`src/rtl/fp_div_if.sv`:
```
// Coprocessor handshake between the core's execute FSM and the FP divider:
// operands and control from the core, quotient and status back.
interface fp_div_if;
    logic        restart;
    logic        start;
    logic [31:0] N1;
    logic [31:0] N2;
    logic [31:0] q;
    logic        done;
    logic        dz;

    modport master (
        output restart, start, N1, N2,
        input  q, done, dz
    );

    modport slave (
        input  restart, start, N1, N2,
        output q, done, dz
    );
endinterface

```
`src/rtl/fp_div.sv`:
```
// Single-precision divider: unpack/classify, 25-step restoring mantissa
// division, then pack with truncation; specials bypass the divide loop.
module fp_div (
    input  logic     CLOCK_50,
    input  logic     reset,
    fp_div_if.slave  bus
);
    typedef enum logic [2:0] {IDLE, UNPACK, DIVIDE, PACK, DONE} state_t;

    state_t             state, state_nxt;
    logic [31:0]        a_r, b_r;
    logic               sign_r;
    logic signed [9:0]  exp_r;
    logic [23:0]        m2_r;
    logic [25:0]        rem_r;
    logic [24:0]        qt_r;
    logic [4:0]         cnt_r;
    logic               special_r;
    logic [31:0]        spec_q_r;
    logic               spec_dz_r;
    logic [31:0]        q_r;
    logic               done_r;
    logic               dz_r;

    // Operand fields and classification from the captured operands
    logic [7:0]  e1, e2;
    logic [22:0] f1, f2;
    logic        z1, z2, inf1, inf2, nan1, nan2, sgn;
    logic        unpack_special;
    logic [31:0] unpack_q;
    logic        unpack_dz;

    always_comb begin
        e1   = a_r[30:23];
        e2   = b_r[30:23];
        f1   = a_r[22:0];
        f2   = b_r[22:0];
        sgn  = a_r[31] ^ b_r[31];
        z1   = (e1 == 8'h00);
        z2   = (e2 == 8'h00);
        inf1 = (e1 == 8'hFF) && (f1 == '0);
        inf2 = (e2 == 8'hFF) && (f2 == '0);
        nan1 = (e1 == 8'hFF) && (f1 != '0);
        nan2 = (e2 == 8'hFF) && (f2 != '0);

        unpack_special = 1'b1;
        unpack_dz      = 1'b0;
        unpack_q       = '0;
        // Order matters: NaN cases first, then x/0 ahead of 0/x and inf/x
        if (nan1 || nan2 || (z1 && z2) || (inf1 && inf2)) begin
            unpack_q = 32'h7FC0_0000;
        end else if (z2) begin
            unpack_q  = {sgn, 8'hFF, 23'd0};
            unpack_dz = 1'b1;
        end else if (z1 || inf2) begin
            unpack_q = {sgn, 31'd0};
        end else if (inf1) begin
            unpack_q = {sgn, 8'hFF, 23'd0};
        end else begin
            unpack_special = 1'b0;
        end
    end

    // One restoring iteration
    logic        ge;
    logic [25:0] rem_sub, rem_nxt;

    always_comb begin
        ge      = (rem_r >= {2'b00, m2_r});
        rem_sub = ge ? (rem_r - {2'b00, m2_r}) : rem_r;
        rem_nxt = rem_sub << 1;
    end

    // Normalise, truncate and range-check the quotient
    logic signed [9:0] exp_f;
    logic [22:0]       frac_f;
    logic [31:0]       pack_q;

    always_comb begin
        exp_f  = qt_r[24] ? exp_r : (exp_r - 10'sd1);
        frac_f = qt_r[24] ? qt_r[23:1] : qt_r[22:0];
        if (special_r)
            pack_q = spec_q_r;
        else if (exp_f >= 10'sd255)
            pack_q = {sign_r, 8'hFF, 23'd0};
        else if (exp_f <= 10'sd0)
            pack_q = {sign_r, 31'd0};
        else
            pack_q = {sign_r, exp_f[7:0], frac_f};
    end

    always_comb begin
        state_nxt = state;
        if (bus.restart) begin
            state_nxt = IDLE;
        end else begin
            case (state)
                IDLE:    if (bus.start) state_nxt = UNPACK;
                UNPACK:  state_nxt = unpack_special ? PACK : DIVIDE;
                DIVIDE:  if (cnt_r == 5'd24) state_nxt = PACK;
                PACK:    state_nxt = DONE;
                DONE:    state_nxt = DONE;
                default: state_nxt = IDLE;
            endcase
        end
    end

    always_ff @(posedge CLOCK_50) begin
        if (reset) begin
            state  <= IDLE;
            q_r    <= '0;
            done_r <= 1'b0;
            dz_r   <= 1'b0;
            cnt_r  <= '0;
        end else begin
            state <= state_nxt;
            if (bus.restart) begin
                done_r <= 1'b0;
                dz_r   <= 1'b0;
            end else begin
                case (state)
                    IDLE: begin
                        if (bus.start) begin
                            a_r <= bus.N1;
                            b_r <= bus.N2;
                        end
                    end
                    UNPACK: begin
                        sign_r    <= sgn;
                        special_r <= unpack_special;
                        spec_q_r  <= unpack_q;
                        spec_dz_r <= unpack_dz;
                        exp_r     <= $signed({2'b00, e1}) - $signed({2'b00, e2}) + 10'sd127;
                        m2_r      <= {1'b1, f2};
                        rem_r     <= {3'b001, f1};
                        qt_r      <= '0;
                        cnt_r     <= '0;
                    end
                    DIVIDE: begin
                        rem_r <= rem_nxt;
                        qt_r  <= {qt_r[23:0], ge};
                        cnt_r <= cnt_r + 5'd1;
                    end
                    PACK: begin
                        q_r    <= pack_q;
                        dz_r   <= special_r & spec_dz_r;
                        done_r <= 1'b1;
                    end
                    default: ;
                endcase
            end
        end
    end

    assign bus.q    = q_r;
    assign bus.done = done_r;
    assign bus.dz   = dz_r;
endmodule

```
`src/flat_wrapper.sv`:
```
// flat-port wrapper written by rule: the top's interface ports become plain ports
module fp_div_flat 
  (CLOCK_50, reset, bus_restart, bus_start, bus_N1, bus_N2, bus_q, bus_done, bus_dz);
  fp_div_if bus_i ();
  input  logic CLOCK_50;
  input  logic reset;
  input wire logic [$bits(bus_i.restart)-1:0] bus_restart;
  input wire logic [$bits(bus_i.start)-1:0] bus_start;
  input wire logic [$bits(bus_i.N1)-1:0] bus_N1;
  input wire logic [$bits(bus_i.N2)-1:0] bus_N2;
  output wire logic [$bits(bus_i.q)-1:0] bus_q;
  output wire logic [$bits(bus_i.done)-1:0] bus_done;
  output wire logic [$bits(bus_i.dz)-1:0] bus_dz;
  assign bus_i.restart = bus_restart;
  assign bus_i.start = bus_start;
  assign bus_i.N1 = bus_N1;
  assign bus_i.N2 = bus_N2;
  assign bus_q = bus_i.q;
  assign bus_done = bus_i.done;
  assign bus_dz = bus_i.dz;
  fp_div u_core (.CLOCK_50(CLOCK_50), .reset(reset), .bus(bus_i));
endmodule
```
`config.mk`:
```
export PLATFORM = sky130hd
export DESIGN_NAME = fp_div_flat
export DESIGN_NICKNAME = d
export VERILOG_FILES = /design/src/rtl/fp_div_if.sv /design/src/rtl/fp_div.sv /design/src/flat_wrapper.sv
export SDC_FILE = /design/constraint.sdc
export NUM_CORES = 1
export LEC_CHECK = 0
export CORE_ASPECT_RATIO = 0.6
export CORE_MARGIN = 4
export CORE_UTILIZATION = 61
export DETAILED_ROUTE_END_ITERATION = 10
export GPL_ROUTABILITY_DRIVEN = 1
export GPL_TIMING_DRIVEN = 0
export PLACE_DENSITY = 0.85
export SLEW_MARGIN = 5
export SYNTH_ARGS = -nofsm -noshare
export SYNTH_HDL_FRONTEND = slang
export SYNTH_SLANG_ARGS = --single-unit
```
`constraint.sdc`:
```
create_clock -name CLOCK_50 -period 12.5 [get_ports CLOCK_50]
set_clock_uncertainty 0.2 [all_clocks]
set_input_delay 1.875 -clock CLOCK_50 [delete_from_list [all_inputs] [get_ports CLOCK_50]]
set_output_delay 1.875 -clock CLOCK_50 [all_outputs]
set_load 0.005 [all_outputs]
```
After elaboration in Yosys (flattened, before gate mapping)
Index checks and enable logic that the tools add are counted.
Widths: inputs -> output; s select.
{"block": "classes", "eq_ne": 9, "n_bitwise": 4, "n_reduce_logical": 28, "addsub": 5, "mux": 21, "magnitude_cmp": 3}
{"cell": "$mux 32", "count": 4}
{"cell": "$mux 31", "count": 2}
{"cell": "$pmux 26 s2", "count": 1}
{"cell": "$pmux 25 s2", "count": 1}
{"cell": "$logic_not 23->1", "count": 2}
{"cell": "$reduce_bool 23->1", "count": 2}
{"cell": "$ge 26x24->1", "count": 1}
{"cell": "$mux 25", "count": 1}
{"cell": "$sub 25x24->25", "count": 1}
{"cell": "$mux 23", "count": 1}
{"cell": "$eq 8x8->1 const B", "count": 2}
{"cell": "$logic_not 8->1", "count": 2}
{"cell": "$pmux 3 s4", "count": 1}
{"cell": "$add 10x8->10 const B", "count": 1}
{"cell": "$ge 10x9->1 const B", "count": 1}
{"cell": "$le 10x1->1 const B", "count": 1}
{"cell": "$mux 10", "count": 1}
{"cell": "$pmux 5 s2", "count": 1}
{"cell": "$sub 10x2->10 const B", "count": 1}
{"cell": "$sub 8x8->9", "count": 1}
{"cell": "$eq 3x2->1 const B", "count": 2}
{"cell": "$logic_and 1x1->1", "count": 6}
{"cell": "$mux 1", "count": 6}
{"cell": "$mux 3", "count": 2}
{"cell": "17 further kinds", "count": 26}
{"block": "word_totals", "word_cells": 87, "ff_bits": 225, "in_bits": 68}

Logic depth before layout (Yosys ltp)
{"block": "logic_depth", "ltp_word": 8, "ltp_mapped": 13}

Worst setup path before layout
OpenSTA, ideal clock, no wires.
{"block": "synth_timing", "path_type": "input to register", "startpoint": "in reset", "endpoint": "reg u_core.a_r[0], enable pin", "arrival_time_ns": 8.364, "slack_ns": 3.292, "setup_time_ns": 0.644, "cell_stages": 3, "required_time_ns": 11.656, "cell_sequence": "clkbuf_1 -> clkbuf_1 -> nor4_1"}
{"block": "synth_between", "elab_chain_cells": 2}
{"element": "start, declared", "line_no": "flat_wrapper.sv:6", "rtl": "input logic reset;"}
{"element": "$not 1->1 (no line)"}
{"element": "$reduce_and 4->1 (no line)"}
{"element": "end signal, assigned", "line_no": "fp_div.sv:124", "rtl": "a_r <= bus.N1;"}
{"element": "end, declared", "line_no": "fp_div.sv:11", "rtl": "logic [31:0] a_r, b_r;"}
No other way between the ends.
A chain may end at the register's enable or synchronous reset.

Final worst setup path
{"block": "layout_timing", "startpoint": "in bus_restart", "endpoint": "reg u_core.a_r[0], enable pin"}
{"block": "layout_between", "elab_chain_cells": 2}
{"element": "start, declared", "line_no": "flat_wrapper.sv:7", "rtl": "input wire logic [$bits(bus_i.restart)-1:0] bus_restart;"}
{"element": "$not 1->1 (no line)"}
{"element": "$reduce_and 4->1 (no line)"}
No other way between the ends.

==> out/results.ini <==
[status]
status = finished clean

[floorplan]
core-area_um2 = 15300
rows = 35
die_width_um = 169
initial_core_util_pct = 62.1
ios = 102
die_h_um = 105
dieArea_um2 = 17700

[sta]
finalCritPeriodShare_pct = 34.9
worst_pin_slew_ps = 877
hold_viol = 0
slew_violations = 0
fin_crit_ps = 4360
slew_headroom_pct = 41.0
finalSetupViolCount = 0
max_freq_mhz = 229
tns_ps = 0
rsz0062_at_grt = false

[placement]
port-buffer-count = 100
place_congestion = 0.948
hpwl_mm = 17.1
place_inst = 1164

[drt]
drc = 0
post_drt_wl_per_cell_um = 19.3
first_pass_iters = 5
vias = 7308
drt-total-wl_mm = 23.1
postRouteAntennaNets = 0
routed_via_density = 6.11
drt_iter0_drc = 885

[yosys]
ys_types = 68
ys_warn_count = 0
ys.flop_type = edfxtp_1
synthDominantCellAreaShare_pct = 48.6
yosysTopAreaCell = edfxtp_1
synthArstFlopShare_pct = 0
synthesis.area_um2 = 9520
synthTopCellsByArea = edfxtp_1 49%, dfxtp_1 8.8%, ha_1 4.6%
syn-instance-count = 843
synth-edff-count = 154
synth_area_per_cell_um2 = 11.3
synth-seq-area-share_pct = 57.4
synth_nets = 948
ys_ff_latch = 196

[worst_setup_path]
rr_endpoint = u_core.rem_r[13]$_DFFE_PP_
cp.required_ps = 12450
cp_slowest_cell = nor4_2
crit_chain = clkdlybuf4s50_1, clkbuf_1, nor4_2, buf_4, buf_4, buf_4, buf_4
arrival_ps = 4310
crit_path_end_kind = flip-flop
crit_top_cell = buf_4
reg2reg_slack_ps = 8390
slowest_delay_ps = 750
critical_path_class = in -> reg
cp_max_fo = 10
r2r_start = u_core.rem_r[0]$_SDFFCE_PP0P_
cp-startpoint = bus_restart
ff2ff_path_depth = 13
cp-endpoint = u_core.a_r[0]$_DFFE_PP_
start_kind = input pin

[clock_network]
clkSlewWorstSetupHoldPaths_ps = 80
post-cts-setup-buffer-count = 0
cts_tree = yes
cts_max_path_buffers = 2
numCtsBuffers = 17
cts_root_buf = clkbuf_16
clock_latency_ps = 440
holdBufCountCts = 0
htree_levels = 4
cts_resized = 0
cts.sinks = 196

[power_and_ir_drop]
switching_share_pct = 24.9
p_per_area_nw_per_um2 = 119
power.internal_w = 0.00104
p_sw_w = 0.000344
leakage_nw = 4.28
comb_power_share_pct = 6.5
pwr-share-seq_pct = 52.2
clkPwrFrac_pct = 41.2
ir_worst_vdd_uv = 88.6

[flow_run]
maxCapViolCount = 0

[grt]
overflow = 0
grt_pass1_vias = 6924
grt_usage_pct = 26.5
grt_pass1_wl_mm = 36.7
grt_max_degree = 24
antenna_found_initial = 0

[layout]
drive_gt1_share_pct = 9.77
syn2layout_area_growth_pct = 21.5
layout.cells.non_filler = 1196
num-nets-final = 1085
diodes = 0

[hold_path]
hold_class = reg -> reg

## per-layer routing
layer  wire length [um]  track usage [%]
met1              10200             38.9
met2               9760             37.5
met3               2770             9.75
met4                366             6.38
met5                  0                0
## stage by stage
step / util (%) / total power, W / hold WS, ps / cell area [um^2] / setup slack [ps]
floorplan: - / 0.000783 / 227 / 9520 / 3290
global placement: 70.3 / 0.000819 / 234 / 10800 / 468
detailed placement: 71.3 / 0.000823 / 235 / 10900 / 7710
CTS: 75.5 / 0.00138 / 255 / 11600 / 8170
global route: 75.5 / 0.00142 / 268 / 11600 / 8010
finish: 75.5 / 0.00138 / 256 / 11600 / 8140
## kinds of logic after synthesis
family | synth area share (%)
muxes | 2.64
AOI/OAI and AO/OA | 13.3
buffers and inverters | 3.65
and+or+nand+nor | 14.5
xor gates and xnor gates | 3.50
DFF | 57.4
adders and majority gates | 5.02
## cell type report
class | instances | area (um^2)
repair buffers | 118 | 1140
plain buffers | 34 | 164
multi-input cells | 564 | 3730
clock inverters | 15 | 211
inverters | 49 | 184
clock buffers | 17 | 425
fillers | 968 | 3760
well taps | 203 | 254
flip-flops and latches | 196 | 5470
## state kept, by name, indices dropped and copies added, names as in the netlist, 5 cells and up
register / cells
u_core.cnt_r: 5
u_core.bus.q: 32
u_core.m2_r: 23
u_core.a_r: 32
u_core.b_r: 32
u_core.exp_r: 10
u_core.rem_r: 26
u_core.qt_r: 25
## placed cells by master (no fill, tap or decap), drive strengths merged, types with 35 or more instances in the layout
master         count
nand2             72
a21oi             74
ha                35
inv               57
clkbuf            44
dfxtp             42
clkdlybuf4s50    100
edfxtp           154
o21ai             46
nor2              61
## worst min path at each step
stage | start | end | cells past startpoint
6_report | u_core.b_r[16]$_DFFE_PP_ | u_core.m2_r[16]$_DFFE_PP_ | 0
5_1_grt | u_core.b_r[5]$_DFFE_PP_ | u_core.m2_r[5]$_DFFE_PP_ | 0
4_1_cts | u_core.b_r[2]$_DFFE_PP_ | u_core.m2_r[2]$_DFFE_PP_ | 0
3_5_place_dp | u_core.b_r[2]$_DFFE_PP_ | u_core.m2_r[2]$_DFFE_PP_ | 0
3_3_place_gp | u_core.b_r[8]$_DFFE_PP_ | u_core.m2_r[8]$_DFFE_PP_ | 0
2_1_floorplan | u_core.b_r[10]$_DFFE_PP_ | u_core.m2_r[10]$_DFFE_PP_ | 0
## cell usage after synthesis, drive strengths merged, types with 9 or more instances
master and instances:
nor3 16, nand2b 9, mux2i 24, xor2 12, nor2 61, a21oi 74, clkbuf 27, xnor2 26
nor4 24, inv 49, nand3 15, o21ai 46, a211oi 12, a21o 10, dfxtp 42, nand2 72
nand4 13, edfxtp 154, ha 35, and2 28
## worst max-delay path, delay by kind of cell
family / cells / cell delay (ps)
buf+inv: 6 / 1660
simple gates: 1 / 750
## power by group through the flow
| stage | clock, W | combinational [W] | sequential, W |
|---|---|---|---|
| floorplan | 0 | 0.0000477 | 0.000735 |
| global placement | 0 | 0.0000809 | 0.000738 |
| detailed placement | 0 | 0.0000869 | 0.000736 |
| CTS | 0.000574 | 0.0000884 | 0.000721 |
| global route | 0.000605 | 0.0000977 | 0.000722 |
| finish | 0.000570 | 0.0000900 | 0.000721 |
(Power assumes the default switching activity.)
